==> src/rtl/z80fi_insn_collector_if.sv <==
// ---------------------------------------------------------------------------
// z80fi_insn_collector_if
// Groups the core trace strobes and the retired-instruction record.
//   master : trace source (core or bench). Drives the insn_*, reg1_* and
//            mem_* strobes, and reads the z80fi_* record.
//   slave  : collector. Reads the strobes and drives the z80fi_* record.
// When Z80FI_MEM_RD2_EN is defined, the second-memory-read fields are present:
//   z80fi_mem_rd2, z80fi_mem_raddr2, z80fi_mem_rdata2.
// ---------------------------------------------------------------------------
interface z80fi_insn_collector_if;
  // trace strobes from the core
  logic        insn_start;
  logic [15:0] insn_pc;
  logic        insn_byte_valid;
  logic [7:0]  insn_byte;
  logic        insn_done;
  logic        reg1_valid;
  logic [3:0]  reg1_rnum;
  logic [15:0] reg1_rdata;
  logic        mem_rd_valid;
  logic [15:0] mem_raddr;
  logic [7:0]  mem_rdata;
  // retired instruction record
  logic        z80fi_valid;
  logic [31:0] z80fi_insn;
  logic [2:0]  z80fi_insn_len;
  logic [15:0] z80fi_pc_rdata;
  logic [3:0]  z80fi_reg1_rnum;
  logic [15:0] z80fi_reg1_rdata;
  logic [15:0] z80fi_mem_raddr;
  logic [7:0]  z80fi_mem_rdata;
  logic        z80fi_err;
`ifdef Z80FI_MEM_RD2_EN
  logic        z80fi_mem_rd2;
  logic [15:0] z80fi_mem_raddr2;
  logic [7:0]  z80fi_mem_rdata2;
`endif

  modport master (
    output insn_start, insn_pc, insn_byte_valid, insn_byte, insn_done,
    output reg1_valid, reg1_rnum, reg1_rdata,
    output mem_rd_valid, mem_raddr, mem_rdata,
    input  z80fi_valid, z80fi_insn, z80fi_insn_len, z80fi_pc_rdata,
    input  z80fi_reg1_rnum, z80fi_reg1_rdata, z80fi_mem_raddr, z80fi_mem_rdata,
    input  z80fi_err
`ifdef Z80FI_MEM_RD2_EN
    , input z80fi_mem_rd2, z80fi_mem_raddr2, z80fi_mem_rdata2
`endif
  );

  modport slave (
    input  insn_start, insn_pc, insn_byte_valid, insn_byte, insn_done,
    input  reg1_valid, reg1_rnum, reg1_rdata,
    input  mem_rd_valid, mem_raddr, mem_rdata,
    output z80fi_valid, z80fi_insn, z80fi_insn_len, z80fi_pc_rdata,
    output z80fi_reg1_rnum, z80fi_reg1_rdata, z80fi_mem_raddr, z80fi_mem_rdata,
    output z80fi_err
`ifdef Z80FI_MEM_RD2_EN
    , output z80fi_mem_rd2, z80fi_mem_raddr2, z80fi_mem_rdata2
`endif
  );
endinterface

==> src/rtl/z80fi_insn_collector.sv <==
// ---------------------------------------------------------------------------
// z80fi_insn_collector
// Watches the per-cycle trace strobes of a Z80 core and assembles one
// retired-instruction record per instruction. The record holds:
//   - the instruction bytes, with byte k at [8k+7:8k], and the byte count
//   - the PC
//   - the first register-1 read and the first memory read
// The record is presented with a one-cycle z80fi_valid pulse.
// Ports:
//   clk     : sole clock; all state changes on its rising edge
//   reset_n : asynchronous active-low reset
//   bus     : z80fi_insn_collector_if.slave (trace strobes in, record out)
// Parameter MAX_LEN : number of instruction bytes; must be 4 (z80fi_insn is 32 bits).
// Optional feature macro Z80FI_MEM_RD2_EN : also captures the second memory
// read of an instruction. With this macro, a third or later read sets z80fi_err.
// ---------------------------------------------------------------------------
module z80fi_insn_collector #(
  parameter int MAX_LEN = 4
) (
  input  logic                    clk,
  input  logic                    reset_n,
  z80fi_insn_collector_if.slave   bus
);

  localparam logic [2:0] MAX_LEN_C = 3'(MAX_LEN);

  typedef enum logic [0:0] {ST_IDLE = 1'b0, ST_OPEN = 1'b1} state_t;

  state_t      state_r;

  // working copy of the instruction being collected
  logic [31:0] insn_r;
  logic [2:0]  len_r;
  logic [15:0] pc_r;
  logic        reg1_cap_r;
  logic [3:0]  reg1_rnum_r;
  logic [15:0] reg1_rdata_r;
  logic        mem_cap_r;
  logic [15:0] mem_raddr_r;
  logic [7:0]  mem_rdata_r;
`ifdef Z80FI_MEM_RD2_EN
  logic        mem2_cap_r;
  logic [15:0] mem_raddr2_r;
  logic [7:0]  mem_rdata2_r;
`endif

  // base = working copy, or a blank record when this cycle opens a new instruction
  logic [31:0] base_insn_s;
  logic [2:0]  base_len_s;
  logic [15:0] base_pc_s;
  logic        base_reg1_cap_s;
  logic [3:0]  base_reg1_rnum_s;
  logic [15:0] base_reg1_rdata_s;
  logic        base_mem_cap_s;
  logic [15:0] base_mem_raddr_s;
  logic [7:0]  base_mem_rdata_s;
  // nxt = base with this cycle's byte/capture strobes merged in
  logic [31:0] nxt_insn_s;
  logic [2:0]  nxt_len_s;
  logic        nxt_reg1_cap_s;
  logic [3:0]  nxt_reg1_rnum_s;
  logic [15:0] nxt_reg1_rdata_s;
  logic        nxt_mem_cap_s;
  logic [15:0] nxt_mem_raddr_s;
  logic [7:0]  nxt_mem_rdata_s;
  logic        strobe_err_s;
  logic        load_en_s;
  // record published if this cycle retires
  logic [31:0] ret_insn_s;
  logic [2:0]  ret_len_s;
  logic [15:0] ret_pc_s;
  logic [3:0]  ret_reg1_rnum_s;
  logic [15:0] ret_reg1_rdata_s;
  logic [15:0] ret_mem_raddr_s;
  logic [7:0]  ret_mem_rdata_s;
`ifdef Z80FI_MEM_RD2_EN
  logic        base_mem2_cap_s;
  logic [15:0] base_mem_raddr2_s;
  logic [7:0]  base_mem_rdata2_s;
  logic        nxt_mem2_cap_s;
  logic [15:0] nxt_mem_raddr2_s;
  logic [7:0]  nxt_mem_rdata2_s;
  logic        ret_mem2_cap_s;
  logic [15:0] ret_mem_raddr2_s;
  logic [7:0]  ret_mem_rdata2_s;
`endif

  // Merge this cycle's strobes into the right instruction and select the retire record
  always_comb begin
    if (bus.insn_start) begin
      // strobes in a start cycle belong to the new instruction
      base_insn_s       = 32'h0000_0000;
      base_len_s        = 3'd0;
      base_pc_s         = bus.insn_pc;
      base_reg1_cap_s   = 1'b0;
      base_reg1_rnum_s  = 4'h0;
      base_reg1_rdata_s = 16'h0000;
      base_mem_cap_s    = 1'b0;
      base_mem_raddr_s  = 16'h0000;
      base_mem_rdata_s  = 8'h00;
    end else begin
      base_insn_s       = insn_r;
      base_len_s        = len_r;
      base_pc_s         = pc_r;
      base_reg1_cap_s   = reg1_cap_r;
      base_reg1_rnum_s  = reg1_rnum_r;
      base_reg1_rdata_s = reg1_rdata_r;
      base_mem_cap_s    = mem_cap_r;
      base_mem_raddr_s  = mem_raddr_r;
      base_mem_rdata_s  = mem_rdata_r;
    end

    nxt_insn_s   = base_insn_s;
    strobe_err_s = 1'b0;
    if (bus.insn_byte_valid && (base_len_s == MAX_LEN_C)) begin
      // buffer full: byte dropped, flagged as a protocol error
      nxt_len_s    = base_len_s;
      strobe_err_s = 1'b1;
    end else if (bus.insn_byte_valid) begin
      nxt_insn_s[{base_len_s[1:0], 3'b000} +: 8] = bus.insn_byte;
      nxt_len_s = base_len_s + 3'd1;
    end else begin
      nxt_len_s = base_len_s;
    end

    if (bus.reg1_valid && !base_reg1_cap_s) begin
      nxt_reg1_cap_s   = 1'b1;
      nxt_reg1_rnum_s  = bus.reg1_rnum;
      nxt_reg1_rdata_s = bus.reg1_rdata;
    end else begin
      nxt_reg1_cap_s   = base_reg1_cap_s;
      nxt_reg1_rnum_s  = base_reg1_rnum_s;
      nxt_reg1_rdata_s = base_reg1_rdata_s;
    end

    if (bus.mem_rd_valid && !base_mem_cap_s) begin
      nxt_mem_cap_s   = 1'b1;
      nxt_mem_raddr_s = bus.mem_raddr;
      nxt_mem_rdata_s = bus.mem_rdata;
    end else begin
      nxt_mem_cap_s   = base_mem_cap_s;
      nxt_mem_raddr_s = base_mem_raddr_s;
      nxt_mem_rdata_s = base_mem_rdata_s;
    end

`ifdef Z80FI_MEM_RD2_EN
    if (bus.insn_start) begin
      base_mem2_cap_s   = 1'b0;
      base_mem_raddr2_s = 16'h0000;
      base_mem_rdata2_s = 8'h00;
    end else begin
      base_mem2_cap_s   = mem2_cap_r;
      base_mem_raddr2_s = mem_raddr2_r;
      base_mem_rdata2_s = mem_rdata2_r;
    end
    if (bus.mem_rd_valid && base_mem_cap_s && !base_mem2_cap_s) begin
      nxt_mem2_cap_s   = 1'b1;
      nxt_mem_raddr2_s = bus.mem_raddr;
      nxt_mem_rdata2_s = bus.mem_rdata;
    end else begin
      nxt_mem2_cap_s   = base_mem2_cap_s;
      nxt_mem_raddr2_s = base_mem_raddr2_s;
      nxt_mem_rdata2_s = base_mem_rdata2_s;
    end
    if (bus.mem_rd_valid && base_mem_cap_s && base_mem2_cap_s) begin
      strobe_err_s = 1'b1;   // third or later data read
    end else begin
      strobe_err_s = strobe_err_s;
    end
`endif

    // With start+done, the closing instruction excludes this cycle's strobes
    if (bus.insn_start) begin
      ret_insn_s       = insn_r;
      ret_len_s        = len_r;
      ret_pc_s         = pc_r;
      ret_reg1_rnum_s  = reg1_rnum_r;
      ret_reg1_rdata_s = reg1_rdata_r;
      ret_mem_raddr_s  = mem_raddr_r;
      ret_mem_rdata_s  = mem_rdata_r;
    end else begin
      ret_insn_s       = nxt_insn_s;
      ret_len_s        = nxt_len_s;
      ret_pc_s         = base_pc_s;
      ret_reg1_rnum_s  = nxt_reg1_rnum_s;
      ret_reg1_rdata_s = nxt_reg1_rdata_s;
      ret_mem_raddr_s  = nxt_mem_raddr_s;
      ret_mem_rdata_s  = nxt_mem_rdata_s;
    end
`ifdef Z80FI_MEM_RD2_EN
    if (bus.insn_start) begin
      ret_mem2_cap_s   = mem2_cap_r;
      ret_mem_raddr2_s = mem_raddr2_r;
      ret_mem_rdata2_s = mem_rdata2_r;
    end else begin
      ret_mem2_cap_s   = nxt_mem2_cap_s;
      ret_mem_raddr2_s = nxt_mem_raddr2_s;
      ret_mem_rdata2_s = nxt_mem_rdata2_s;
    end
`endif

    // working copy advances when an instruction opens or keeps collecting
    if (state_r == ST_OPEN) begin
      load_en_s = bus.insn_start | ~bus.insn_done;
    end else begin
      load_en_s = bus.insn_start;
    end
  end

  // Working copy of the instruction under collection
  always_ff @(posedge clk or negedge reset_n) begin
    if (!reset_n) begin
      insn_r       <= 32'h0000_0000;
      len_r        <= 3'd0;
      pc_r         <= 16'h0000;
      reg1_cap_r   <= 1'b0;
      reg1_rnum_r  <= 4'h0;
      reg1_rdata_r <= 16'h0000;
      mem_cap_r    <= 1'b0;
      mem_raddr_r  <= 16'h0000;
      mem_rdata_r  <= 8'h00;
`ifdef Z80FI_MEM_RD2_EN
      mem2_cap_r   <= 1'b0;
      mem_raddr2_r <= 16'h0000;
      mem_rdata2_r <= 8'h00;
`endif
    end else if (load_en_s) begin
      insn_r       <= nxt_insn_s;
      len_r        <= nxt_len_s;
      pc_r         <= base_pc_s;
      reg1_cap_r   <= nxt_reg1_cap_s;
      reg1_rnum_r  <= nxt_reg1_rnum_s;
      reg1_rdata_r <= nxt_reg1_rdata_s;
      mem_cap_r    <= nxt_mem_cap_s;
      mem_raddr_r  <= nxt_mem_raddr_s;
      mem_rdata_r  <= nxt_mem_rdata_s;
`ifdef Z80FI_MEM_RD2_EN
      mem2_cap_r   <= nxt_mem2_cap_s;
      mem_raddr2_r <= nxt_mem_raddr2_s;
      mem_rdata2_r <= nxt_mem_rdata2_s;
`endif
    end else begin
      insn_r <= insn_r;
    end
  end

  // Collector FSM, retire record and sticky protocol error
  always_ff @(posedge clk or negedge reset_n) begin
    if (!reset_n) begin
      state_r              <= ST_IDLE;
      bus.z80fi_valid      <= 1'b0;
      bus.z80fi_insn       <= 32'h0000_0000;
      bus.z80fi_insn_len   <= 3'd0;
      bus.z80fi_pc_rdata   <= 16'h0000;
      bus.z80fi_reg1_rnum  <= 4'h0;
      bus.z80fi_reg1_rdata <= 16'h0000;
      bus.z80fi_mem_raddr  <= 16'h0000;
      bus.z80fi_mem_rdata  <= 8'h00;
      bus.z80fi_err        <= 1'b0;
`ifdef Z80FI_MEM_RD2_EN
      bus.z80fi_mem_rd2    <= 1'b0;
      bus.z80fi_mem_raddr2 <= 16'h0000;
      bus.z80fi_mem_rdata2 <= 8'h00;
`endif
    end else begin
      bus.z80fi_valid <= 1'b0;
      case (state_r)
        ST_IDLE: begin
          // done with nothing open, or a byte with nothing to land in
          if (bus.insn_done || (bus.insn_byte_valid && !bus.insn_start) ||
              (bus.insn_start && strobe_err_s)) begin
            bus.z80fi_err <= 1'b1;
          end else begin
            bus.z80fi_err <= bus.z80fi_err;
          end
          if (bus.insn_start) begin
            state_r <= ST_OPEN;
          end else begin
            state_r <= ST_IDLE;
          end
        end
        ST_OPEN: begin
          if (bus.insn_done && (ret_len_s != 3'd0)) begin
            bus.z80fi_valid      <= 1'b1;
            bus.z80fi_insn       <= ret_insn_s;
            bus.z80fi_insn_len   <= ret_len_s;
            bus.z80fi_pc_rdata   <= ret_pc_s;
            bus.z80fi_reg1_rnum  <= ret_reg1_rnum_s;
            bus.z80fi_reg1_rdata <= ret_reg1_rdata_s;
            bus.z80fi_mem_raddr  <= ret_mem_raddr_s;
            bus.z80fi_mem_rdata  <= ret_mem_rdata_s;
`ifdef Z80FI_MEM_RD2_EN
            bus.z80fi_mem_rd2    <= ret_mem2_cap_s;
            bus.z80fi_mem_raddr2 <= ret_mem_raddr2_s;
            bus.z80fi_mem_rdata2 <= ret_mem_rdata2_s;
`endif
          end else begin
            bus.z80fi_valid <= 1'b0;
          end
          // empty retire, abort (start without done), or a strobe error
          if ((bus.insn_done && (ret_len_s == 3'd0)) ||
              (bus.insn_start && !bus.insn_done) || strobe_err_s) begin
            bus.z80fi_err <= 1'b1;
          end else begin
            bus.z80fi_err <= bus.z80fi_err;
          end
          if (bus.insn_done && !bus.insn_start) begin
            state_r <= ST_IDLE;
          end else begin
            state_r <= ST_OPEN;
          end
        end
        default: begin
          state_r <= ST_IDLE;
        end
      endcase
    end
  end

endmodule
==> src/flat_wrapper.sv <==
// flat-port wrapper written by rule: the top's interface ports become plain ports
module z80fi_insn_collector_flat 
#(
  parameter int MAX_LEN = 4
)
  (clk, reset_n, bus_insn_start, bus_insn_pc, bus_insn_byte_valid, bus_insn_byte, bus_insn_done, bus_reg1_valid, bus_reg1_rnum, bus_reg1_rdata, bus_mem_rd_valid, bus_mem_raddr, bus_mem_rdata, bus_z80fi_valid, bus_z80fi_insn, bus_z80fi_insn_len, bus_z80fi_pc_rdata, bus_z80fi_reg1_rnum, bus_z80fi_reg1_rdata, bus_z80fi_mem_raddr, bus_z80fi_mem_rdata, bus_z80fi_err);
  z80fi_insn_collector_if bus_i ();
  input  logic clk;
  input  logic reset_n;
  input wire logic [$bits(bus_i.insn_start)-1:0] bus_insn_start;
  input wire logic [$bits(bus_i.insn_pc)-1:0] bus_insn_pc;
  input wire logic [$bits(bus_i.insn_byte_valid)-1:0] bus_insn_byte_valid;
  input wire logic [$bits(bus_i.insn_byte)-1:0] bus_insn_byte;
  input wire logic [$bits(bus_i.insn_done)-1:0] bus_insn_done;
  input wire logic [$bits(bus_i.reg1_valid)-1:0] bus_reg1_valid;
  input wire logic [$bits(bus_i.reg1_rnum)-1:0] bus_reg1_rnum;
  input wire logic [$bits(bus_i.reg1_rdata)-1:0] bus_reg1_rdata;
  input wire logic [$bits(bus_i.mem_rd_valid)-1:0] bus_mem_rd_valid;
  input wire logic [$bits(bus_i.mem_raddr)-1:0] bus_mem_raddr;
  input wire logic [$bits(bus_i.mem_rdata)-1:0] bus_mem_rdata;
  output wire logic [$bits(bus_i.z80fi_valid)-1:0] bus_z80fi_valid;
  output wire logic [$bits(bus_i.z80fi_insn)-1:0] bus_z80fi_insn;
  output wire logic [$bits(bus_i.z80fi_insn_len)-1:0] bus_z80fi_insn_len;
  output wire logic [$bits(bus_i.z80fi_pc_rdata)-1:0] bus_z80fi_pc_rdata;
  output wire logic [$bits(bus_i.z80fi_reg1_rnum)-1:0] bus_z80fi_reg1_rnum;
  output wire logic [$bits(bus_i.z80fi_reg1_rdata)-1:0] bus_z80fi_reg1_rdata;
  output wire logic [$bits(bus_i.z80fi_mem_raddr)-1:0] bus_z80fi_mem_raddr;
  output wire logic [$bits(bus_i.z80fi_mem_rdata)-1:0] bus_z80fi_mem_rdata;
  output wire logic [$bits(bus_i.z80fi_err)-1:0] bus_z80fi_err;
  assign bus_i.insn_start = bus_insn_start;
  assign bus_i.insn_pc = bus_insn_pc;
  assign bus_i.insn_byte_valid = bus_insn_byte_valid;
  assign bus_i.insn_byte = bus_insn_byte;
  assign bus_i.insn_done = bus_insn_done;
  assign bus_i.reg1_valid = bus_reg1_valid;
  assign bus_i.reg1_rnum = bus_reg1_rnum;
  assign bus_i.reg1_rdata = bus_reg1_rdata;
  assign bus_i.mem_rd_valid = bus_mem_rd_valid;
  assign bus_i.mem_raddr = bus_mem_raddr;
  assign bus_i.mem_rdata = bus_mem_rdata;
  assign bus_z80fi_valid = bus_i.z80fi_valid;
  assign bus_z80fi_insn = bus_i.z80fi_insn;
  assign bus_z80fi_insn_len = bus_i.z80fi_insn_len;
  assign bus_z80fi_pc_rdata = bus_i.z80fi_pc_rdata;
  assign bus_z80fi_reg1_rnum = bus_i.z80fi_reg1_rnum;
  assign bus_z80fi_reg1_rdata = bus_i.z80fi_reg1_rdata;
  assign bus_z80fi_mem_raddr = bus_i.z80fi_mem_raddr;
  assign bus_z80fi_mem_rdata = bus_i.z80fi_mem_rdata;
  assign bus_z80fi_err = bus_i.z80fi_err;
  z80fi_insn_collector #(.MAX_LEN(MAX_LEN)) u_core (.clk(clk), .reset_n(reset_n), .bus(bus_i));
endmodule
==> config.mk <==
export PLATFORM = sky130hd
export DESIGN_NAME = z80fi_insn_collector_flat
export DESIGN_NICKNAME = d
export VERILOG_FILES = /design/src/rtl/z80fi_insn_collector_if.sv /design/src/rtl/z80fi_insn_collector.sv /design/src/flat_wrapper.sv
export SDC_FILE = /design/constraint.sdc
export NUM_CORES = 1
export LEC_CHECK = 0
export BUFFER_PORTS_ARGS = -buffer_cell sky130_fd_sc_hd__buf_2
export CELL_PAD_IN_SITES_DETAIL_PLACEMENT = 0
export CELL_PAD_IN_SITES_GLOBAL_PLACEMENT = 2
export CORE_ASPECT_RATIO = 0.9
export CORE_MARGIN = 2
export CORE_UTILIZATION = 34
export DETAILED_ROUTE_END_ITERATION = 8
export HOLD_SLACK_MARGIN = 0.03
export PLACE_DENSITY = 0.87
export SLEW_MARGIN = 20
export SYNTH_ARGS = -nofsm -noshare
export SYNTH_HDL_FRONTEND = slang
export SYNTH_SLANG_ARGS = --single-unit
export TNS_END_PERCENT = 30
==> constraint.sdc <==
create_clock -name clk -period 2.2 [get_ports clk]
set_clock_uncertainty 0.05 [all_clocks]
set_input_delay 0.22 -clock clk [delete_from_list [all_inputs] [get_ports clk]]
set_output_delay 0.22 -clock clk [all_outputs]
set_load 0.01 [all_outputs]
# After elaboration in Yosys (flattened, before gate mapping)
# Cells that the tools add are included.
[totals] latchBits=0 mem_count=0 output_inout_bits=97 mem_bits_ro=0 ramBits=0 regBits=195 wordCells=87
[classes] reduce_logical=21 add_sub_neg=2 n_eq_ne=3 multipliers=0 bitwise=3 shift=2 muxes=37 n_div=0 order_cmp=0
[ops] op="two-way mux 16 bit" count=8
[ops] op="two-way mux 32 bit" count=4
[ops] op="bitwise mux 32 bit" count=1
[ops] op="variable shift 8 x 7 -> 32 bit, first input constant" count=1
[ops] op="indexed part select 8 x 7 -> 32 bit" count=1
[ops] op="two-way mux 8 bit" count=3
[ops] op="two-way mux 1 bit" count=12
[ops] op="two-way mux 3 bit" count=4
[ops] op="two-way mux 4 bit" count=3
[ops] op="logical AND 1 bit" count=9
[ops] op="negator 5 -> 7 bit" count=1
[ops] op="zero test 1 bit" count=4
[ops] op="logical OR 1 bit" count=4
[ops] op="case mux 1 bit (2 select lines)" count=2
[ops] op="AND reduction 2 bit" count=2
[ops] op="adder 3 x 1 -> 3 bit, second input constant" count=1
[ops] op="equality test 3 bit, second input constant" count=1
[ops] op="zero test 3 bit" count=1
[ops] op="nonzero test 3 bit" count=1
[ops] op="!= test 2 x 1 -> 1 bit, second input constant" count=1
[ops] op="!= test 2 bit, second input constant" count=1
[ops] op="inverter 1 bit" count=2
[ops] op="bitwise OR 1 bit" count=1

# Depth between registers and ports, before layout
# Gate-level depths: netlist of the first run.
[depth] depth_word=11 ltp_mapped=11

# Worst setup path after synthesis of the first run
# No wires, ideal clock.
[synth_timing] path_kind="reg2reg" from="register u_core.len_r[0]" to="register u_core.bus.z80fi_insn[0]" setup_time_ns=0.125 synth_period_minus_slack_ns=2.380 n_path_buf=3 t_required_ns=2.025 slack_ns=-0.180 path_stages_with_launch=11 arrival_ns=2.205 cell_sequence="dfrtp_1 > nand2b_1 > ha_1 > buf_4 > nor2b_1 > a32o_2 > a21boi_2 > nor2_2 > buf_6 > buf_6 > mux2_4"
[synth_between] elab_chain_len=8 elab_cells_between_ends=17
[synth_lines] element="start: declaration" line="z80fi_insn_collector.sv:33" rtl="logic [2:0] len_r;"
[synth_lines] element="start signal: assignment" line="z80fi_insn_collector.sv:229" rtl="len_r <= nxt_len_s;"
[synth_lines] element="branches (longest 8 deep; another with negator 5 -> 7 bit)"
[synth_lines] element="end signal: assignment" line="z80fi_insn_collector.sv:285" rtl="bus.z80fi_insn <= ret_insn_s;"
[synth_lines] element="end: declaration" line="z80fi_insn_collector_if.sv:55" rtl="output z80fi_valid, z80fi_insn, z80fi_insn_len, z80fi_pc_rdata,"
# Parallel ways; which one is timed is not known.
# A chain may end at the register's enable or synchronous reset.

# Worst setup path after layout of the first run
[layout_timing] from="register u_core.len_r[1]" to="register u_core.bus.z80fi_pc_rdata[12]"
[layout_between] elab_chain_len=8 elab_cells_between_ends=10
[layout_lines] element="two-way mux 3 bit" line="z80fi_insn_collector.sv:90" rtl="if (bus.insn_start) begin"
[layout_lines] element="adder 3 x 1 -> 3 bit or equality test 3 bit (tied branches)" line="z80fi_insn_collector.sv:121, z80fi_insn_collector.sv:115"
[layout_lines] element="two-way mux 3 bit or logical AND 1 bit (tied branches)" line="z80fi_insn_collector.sv:119, z80fi_insn_collector.sv:115"
[layout_lines] element="two-way mux 3 bit" line="z80fi_insn_collector.sv:115" rtl="if (bus.insn_byte_valid && (base_len_s == MAX_LEN_C)) begin"
[layout_lines] element="two-way mux 3 bit *" line="z80fi_insn_collector.sv:173" rtl="if (bus.insn_start) begin"
[layout_lines] element="nonzero test 3 bit *" line="z80fi_insn_collector.sv:283" rtl="if (bus.insn_done && (ret_len_s != 3'd0)) begin"
[layout_lines] element="logical AND 1 bit *" line="z80fi_insn_collector.sv:283"
[layout_lines] element="AND reduction 2 bit (no line) *"
[layout_lines] element="end signal: assignment" line="z80fi_insn_collector.sv:287" rtl="bus.z80fi_pc_rdata <= ret_pc_s;"
[layout_lines] element="end: declaration" line="z80fi_insn_collector_if.sv:55"
# Mark *: on every way between the ends. The rest lies on a longest branch, timed or not.

==> flow_metrics.tcl, run 1 <==
set metrics [dict create \
    status "complete, but fails checks" \
    violations "negative setup slack" \
    cts_sinks 195 \
    synth_nets 679 \
    synth-edff-count 0 \
    syn_area_um2 8610 \
    fp.dieW_um 172 \
    rsz0062_at_grt "true" \
    maxCapViolCount 0 \
    finalPower_uw 10400 \
    period_share_pct 101 \
    nets 950 \
    utilization_pct 46.7 \
    timing.hold.ws_ns 0.149 \
    hold_viol_final 0 \
    synth_top_family_by_area "multiplexers" \
    start_util_pct 34.5 \
    rr_worst_depth 9 \
    io_pins 172 \
    dieArea_um2 26600 \
    worstSetupEndpointType "flop" \
    grt_overflow 0 \
    p_sw_uw 2890 \
    hold_path.class "primary input to flop" \
    ys_seq_area_share_pct 56.7 \
    gp_congestion 0.812 \
    cts_inserted_buffers 17 \
    switching_share_pct 27.8 \
    clock_path_buffers 2 \
    synth-compound-area-share_pct 13.1 \
    ys_types 44 \
    cts_root_buffer "clkbuf_16" \
    p_seq_share_pct 43.9 \
    setup_viol 16 \
    drc 0 \
    wl_per_cell_um 17.6 \
    synth_seq_cells 195 \
    syn_area_per_cell_um2 14.4 \
    whs_path_depth 2 \
    placed_cell_area_um2 10200 \
    pwr-share-clk_pct 31.0 \
    core_um2 25000 \
    cts_tree "done" \
    synthXorXnorAreaFrac_pct 0.102 \
    setup_ws_ns -0.0167 \
    max_clock_freq_mhz 451 \
    layout_commonest_cell "dfrtp_1" \
    synth-simple-area-share_pct 3.34 \
    yosysWarnings 0 \
    synthArstFlopShare_pct 100 \
    viasPerCell 4.87 \
    combPwrFrac_pct 25.1 \
    leakage_uw 0.00573 \
    grt_max_degree 60 \
    required_ns 2.46 \
    clk_latency_ns 0.43 \
    drtIter0Drc 357 \
    final_antenna_net_count 0 \
    internal_power_uw 7510 \
    grt_antenna_before_repair 0 \
    cp.arrival_ns 2.48 \
    path_max_fanout 16 \
    synthFlopType "dfrtp_1" \
    dp_hpwl_mm 13.9 \
    portBuffers 171 \
    cts.clk_slew.worst_paths_ns 0.07 \
    grt_pass1_wl_mm 34.1 \
    via_count 5967 \
    num-fill-cells 2254 \
    r2r_slack_ns -0.02 \
    synth.area.mux_share_pct 22.5 \
    wirelength_mm 21.6 \
    path_class "flop to flop" \
    area_growth_syn_to_layout_pct 35.6 \
    drive_gt1_share_pct 48.2 \
    worst_ir_drop_vdd_mv 0.449 \
    pre_cts_ws_ns -0.121 \
    timing.final.max_slew_violations 0 \
    synthCells 598 \
    worstMarginPinSlew_ns 0.737 \
    rows 55 \
    power_density_nw_per_um2 890 \
    grt_use_total_pct 16.4 \
    first_pass_iters 4 \
    fin_area_um2 11700 \
    die_h_um 155 \
    grt_pass1_vias 6124 \
    cp-start-kind "flop" \
    finalCriticalPeriod_ns 2.22 \
    cts_max_level 4 \
    synthAdderAreaFrac_pct 0.872 \
    layout_common_cells "dfrtp_1, buf_2, a22o_1" \
    relSlewSlack_pct 50.7 \
]
==> power by group through the flow <==
| stage | Sequential, uW | Combinational, uW | Clock [uW] |
|---|---|---|---|
| after floorplan | 4780 | 1270 | 0 |
| after global placement | 4610 | 2420 | 0 |
| after detailed placement | 4610 | 2460 | 0 |
| after CTS | 4560 | 2560 | 3320 |
| after global routing | 4640 | 2820 | 3490 |
| final | 4560 | 2610 | 3220 |
==> stage by stage <==
step / setup TNS (ns) / instances
after floorplan: -0.550 / 598
after global placement: -1.54 / 1113
after detailed placement: -3.78 / 1113
after CTS: 0 / 1210
after global routing: -3.08 / 1224
final: -0.163 / 1225
==> what timing repair did <==
item,in CTS,in global routing
cloned,0,2
endpoints found under the setup margin,48,83
setup buffers,1,12
hold buffers,64,0
pin swaps,1,0
hold endpoints to repair,119,0
resized for setup,3,10
==> worst paths after layout <==
check	startpoint	to
max	u_core.len_r[1]	u_core.bus.z80fi_pc_rdata[12]
min	bus_insn_byte[4]	u_core.insn_r[12]
max reg2reg	u_core.len_r[1]	u_core.bus.z80fi_pc_rdata[12]
min reg2reg	u_core.mem_raddr_r[12]	u_core.mem_raddr_r[12]
max in group asynchronous	reset_n	u_core.bus.z80fi_mem_rdata[5]
min in group asynchronous	reset_n	u_core.bus.z80fi_insn[19]
==> cell usage after synthesis, types with 2 or more instances <==
| library cell | n | area share, % |
|---|---|---|
| a21o_1 | 2 | 0.17 |
| a21oi_1 | 12 | 0.70 |
| a22o_1 | 100 | 10 |
| a32o_1 | 2 | 0.23 |
| a41oi_1 | 2 | 0.20 |
| and2_1 | 3 | 0.22 |
| and3_1 | 11 | 0.80 |
| buf_1 | 8 | 0.35 |
| buf_2 | 6 | 0.35 |
| buf_4 | 2 | 0.17 |
| buf_6 | 8 | 1.0 |
| clkbuf_1 | 16 | 0.70 |
| dfrtp_1 | 195 | 57 |
| ha_1 | 6 | 0.87 |
| inv_1 | 17 | 0.74 |
| mux2_2 | 83 | 11 |
| mux2_4 | 61 | 11 |
| mux2i_1 | 9 | 1.0 |
| nand2_1 | 12 | 0.52 |
| nand2b_1 | 2 | 0.15 |
| nand3b_1 | 2 | 0.17 |
| nand4b_1 | 2 | 0.20 |
| nor2_1 | 2 | 0.087 |
| nor2b_1 | 5 | 0.36 |
| o21ai_0 | 8 | 0.47 |
| o21ai_1 | 3 | 0.17 |
| o22ai_1 | 2 | 0.15 |
==> worst max-delay path, stage by stage (launching register included) <==
cell	delay, ns
dfrtp_1	0.41
nand2_2	0.13
ha_4	0.20
nor2b_4	0.06
a32o_2	0.24
a21boi_4	0.15
nor2_4	0.17
buf_12	0.16
clkbuf_16	0.20
mux2_4	0.31
==> per-layer routing <==
layer | GRT usage, % | wire length (um) | vias up
met3 | 4.40 | 1220 | 18
met2 | 24.7 | 9870 | 170
met5 | 0 | 0 | -
met1 | 23.1 | 10200 | 3012
met4 | 5.04 | 255 | 0
li1 | - | - | 2767
==> registers in the layout, indices dropped and copies added (netlist names) <==
name / count
u_core.bus.z80fi_insn: 32
u_core.insn_r: 32
u_core.bus.z80fi_mem_raddr: 16
u_core.bus.z80fi_pc_rdata: 16
u_core.bus.z80fi_reg1_rdata: 16
u_core.mem_raddr_r: 16
u_core.pc_r: 16
u_core.reg1_rdata_r: 16
u_core.bus.z80fi_mem_rdata: 8
u_core.mem_rdata_r: 8
u_core.bus.z80fi_reg1_rnum: 4
u_core.reg1_rnum_r: 4
u_core.bus.z80fi_insn_len: 3
u_core.len_r: 3
u_core.bus.z80fi_err: 1
u_core.bus.z80fi_valid: 1
u_core.mem_cap_r: 1
u_core.reg1_cap_r: 1
u_core.state_r: 1
==> layout make-up <==
class,instances,area [um2],area share [%]
sequential,195,4880,41.8
multi-input combinational,346,3550,30.4
timing repair buffer,292,2150,18.4
clock buffer,19,433,3.71
tap,342,428,3.66
clock inverter,13,168,1.44
inverter,17,63.8,0.547
antenna,1,2.50,0.0214
==> logic make-up (layout without fill, tap and decap cells) <==
family	count (synthesis)	after routing
mux	153	153
compound gates	139	139
fa+ha+maj	6	6
flops	195	195
xor+xnor	1	1
buf+inv	57	341
other cells	0	1
simple gates	47	47
Power figures use the tool's default switching activity.
==> inputs of run 2 (changes only) <==
--- a/config.mk
+++ b/config.mk
@@ -14,6 +14,7 @@
 export DETAILED_ROUTE_END_ITERATION = 8
 export HOLD_SLACK_MARGIN = 0.03
 export PLACE_DENSITY = 0.87
+export SKIP_LAST_GASP = 1
 export SLEW_MARGIN = 20
 export SYNTH_ARGS = -nofsm -noshare
 export SYNTH_HDL_FRONTEND = slang
==> constraint.sdc (replaced) <==
create_clock -name clk -period 1.95 [get_ports clk]
set_clock_uncertainty 0.05 [all_clocks]
set_input_delay 0.195 -clock clk [delete_from_list [all_inputs] [get_ports clk]]
set_output_delay 0.195 -clock clk [all_outputs]
set_load 0.01 [all_outputs]
==> run 2 against run 1 <==
Against the previous run:
- via count barely moved
- register-to-register slack got worse by 0.26 ns
- clock power rose by 16%
- combinational power rose by 17%
- critical endpoint is now u_core.bus.z80fi_insn[0]
- the flow still finishes with violations (negative setup slack)
- sequential share of layout area fell by 1.0 points
- final area rose by 2.6%
- utilization rose by 1.2 points
- flip-flop and latch count did not move
- sequential power rose by 13%
- non-clock buffer count rose by 20
- setup slack got worse by 0.26 ns
==> flow_metrics.tcl, run 2 (synthesis results as in run 1) <==
set metrics [dict create \
    use_met1_pct 22.7 \
    p_seq_share_pct 43.1 \
    cp-start-kind "flop" \
    worstMarginPinSlew_ns 0.725 \
    crit_chain "nand2b_4, inv_2, ha_4, a32o_2, a21boi_4, nor2_4, buf_6, buf_12, clkbuf_16, mux2_4" \
    power_density_nw_per_um2 995 \
    wirelength_mm 21.9 \
    cts_max_level 4 \
    worst-path-buf-inv 4 \
    rsz0062_at_grt "true" \
    via_count 5968 \
    hold_viol_final 0 \
    pre_cts_ws_ns -0.341 \
    maxCapViolCount 0 \
    cts_inserted_buffers 17 \
    cts_root_buffer "clkbuf_16" \
    portBuffers 171 \
    worst_ir_drop_vdd_mv 0.557 \
    grt.met2_usage_pct 25.3 \
    dp_hpwl_mm 14.1 \
    use_met3_pct 4.88 \
    rr_worst_depth 10 \
    r2r_slack_ns -0.27 \
    internal_power_uw 8520 \
    antennaDiodeCount 0 \
    violations "negative setup slack" \
    finalCriticalPeriod_ns 2.22 \
    cts_tree "done" \
    rows 55 \
    status "complete, but fails checks" \
    cpLargestDelayFamily "buffers and inverters" \
    worstSetupEndpointType "flop" \
    critPathSlowestCell "dfrtp_2" \
    cp.arrival_ns 2.49 \
    path_max_fanout 6 \
    crit_cells 10 \
    cts.clk_slew.worst_paths_ns 0.08 \
    setup_viol 109 \
    period_share_pct 114 \
    combPwrFrac_pct 25.7 \
    drive_gt1_share_pct 49.3 \
    clock_path_buffers 2 \
    fp.dieW_um 172 \
    path_class "flop to flop" \
    grt_use_total_pct 16.5 \
    switching_share_pct 28.5 \
    start_util_pct 34.5 \
    gp_congestion 0.787 \
    fin_area_um2 12000 \
    final_antenna_net_count 0 \
    reg_top3 "u_core.bus.z80fi_insn x32, u_core.insn_r x32" \
    grt_max_degree 69 \
    timing.final.max_slew_violations 0 \
    placed_cell_area_um2 10400 \
    cp-endpoint "u_core.bus.z80fi_insn[0]" \
    grt_antenna_before_repair 0 \
    max_clock_freq_mhz 450 \
    core_um2 25000 \
    grt-busiest-layer "met2" \
    first_pass_iters 4 \
    timing.hold.ws_ns 0.0968 \
    area_growth_syn_to_layout_pct 39.1 \
    viasPerCell 4.80 \
    hold_path.class "primary input to flop" \
    tns_ns -18.70 \
    layout_commonest_cell "dfrtp_1" \
    nets 970 \
    required_ns 2.22 \
    wl_per_cell_um 17.6 \
    cp-startpoint "u_core.len_r[0]" \
    grt_overflow 0 \
    timing.rr.start "u_core.len_r[0]" \
    cts_sinks 195 \
    dieArea_um2 26600 \
    relSlewSlack_pct 51.5 \
    drc 0 \
    drtIter0Drc 336 \
    layout_common_cells "dfrtp_1, buf_2, a22o_1" \
    p_sw_uw 3400 \
    die_h_um 155 \
    worstReg2RegEnd "u_core.bus.z80fi_insn[0]" \
    io_pins 172 \
    critPathMaxStageDelay_ns 0.43 \
    setup_ws_ns -0.274 \
    clk_latency_ns 0.44 \
    grt_pass1_vias 6147 \
    finalPower_uw 11900 \
    grt_pass1_wl_mm 34.0 \
    pwr-share-clk_pct 31.2 \
    leakage_uw 0.00590 \
]
## run 2: cell count changes in the layout (fill, tap and decap cells not counted), moves of 2 or more
cell	delta
buf_12	+4
buf_16	+2
buf_4	+11
clkbuf_1	-2
clkbuf_16	+3
clkinv_2	-2
clkinvlp_4	-2
inv_8	+5
## run 2: worst register-to-register path: cells and delay by family (launching register included)
kind / cells / cell delay (ns)
buffers and inverters: 4 / 0.52
DFF: 1 / 0.43
AOI/OAI and AO/OA: 2 / 0.42
muxes: 1 / 0.29
and+or+nand+nor: 2 / 0.24
adders and majority gates: 1 / 0.17
## run 2: how the worst min path moves through the flow
stage / startpoint / end / slack, ns / cells past startpoint
2_1_floorplan: reset_n / u_core.bus.z80fi_err / -0.15 / 0
3_3_place_gp: reset_n / u_core.pc_r[4] / 0.05 / 1
3_5_place_dp: reset_n / u_core.bus.z80fi_pc_rdata[4] / 0.05 / 1
4_1_cts: bus_insn_byte[2] / u_core.insn_r[18] / 0.07 / 2
5_1_grt: bus_insn_byte[2] / u_core.insn_r[18] / 0.09 / 2
6_report: bus_insn_byte[2] / u_core.insn_r[18] / 0.1 / 2
## run 2: per-layer routing
metal,vias to the layer above,routed length (um)
met5,-,0
met4,0,218
met3,12,1330
met2,138,10300
met1,3010,10100
li1,2808,-
## run 2: power groups by stage
stage	sequential, uW	combinational, uW	clock (uW)
2_1_floorplan	5390	1440	0
3_3_place_gp	5210	2760	0
3_5_place_dp	5200	2820	0
4_1_cts	5150	3030	3820
5_1_grt	5230	3300	3980
6_report	5140	3060	3720
## run 2: final cells by class
class / instances / area [um2]
Multi-Input combinational cell: 346 / 3550
Timing Repair Buffer: 312 / 2440
Fill cell: 2201 / 13000
Sequential cell: 195 / 4880
Tap cell: 342 / 428
Inverter: 17 / 63.8
Clock buffer: 18 / 439
Clock inverter: 14 / 178
## run 2: through the flow
step | cells | util (%)
6_report | 1244 | 47.9
5_1_grt | 1244 | 47.9
4_1_cts | 1237 | 47.4
3_5_place_dp | 1128 | 41.5
3_3_place_gp | 1128 | 41.4
2_1_floorplan | 598 | -
## run 2: timing repair
action                                 4_1_cts  5_1_grt
resized for setup                           11       10
buffers inserted                            11        4
setup endpoints to repair                  100      127
cloned                                       2        5
hold buffers                                64        0
endpoints found under the hold margin      258        0
pin swaps                                    5        1
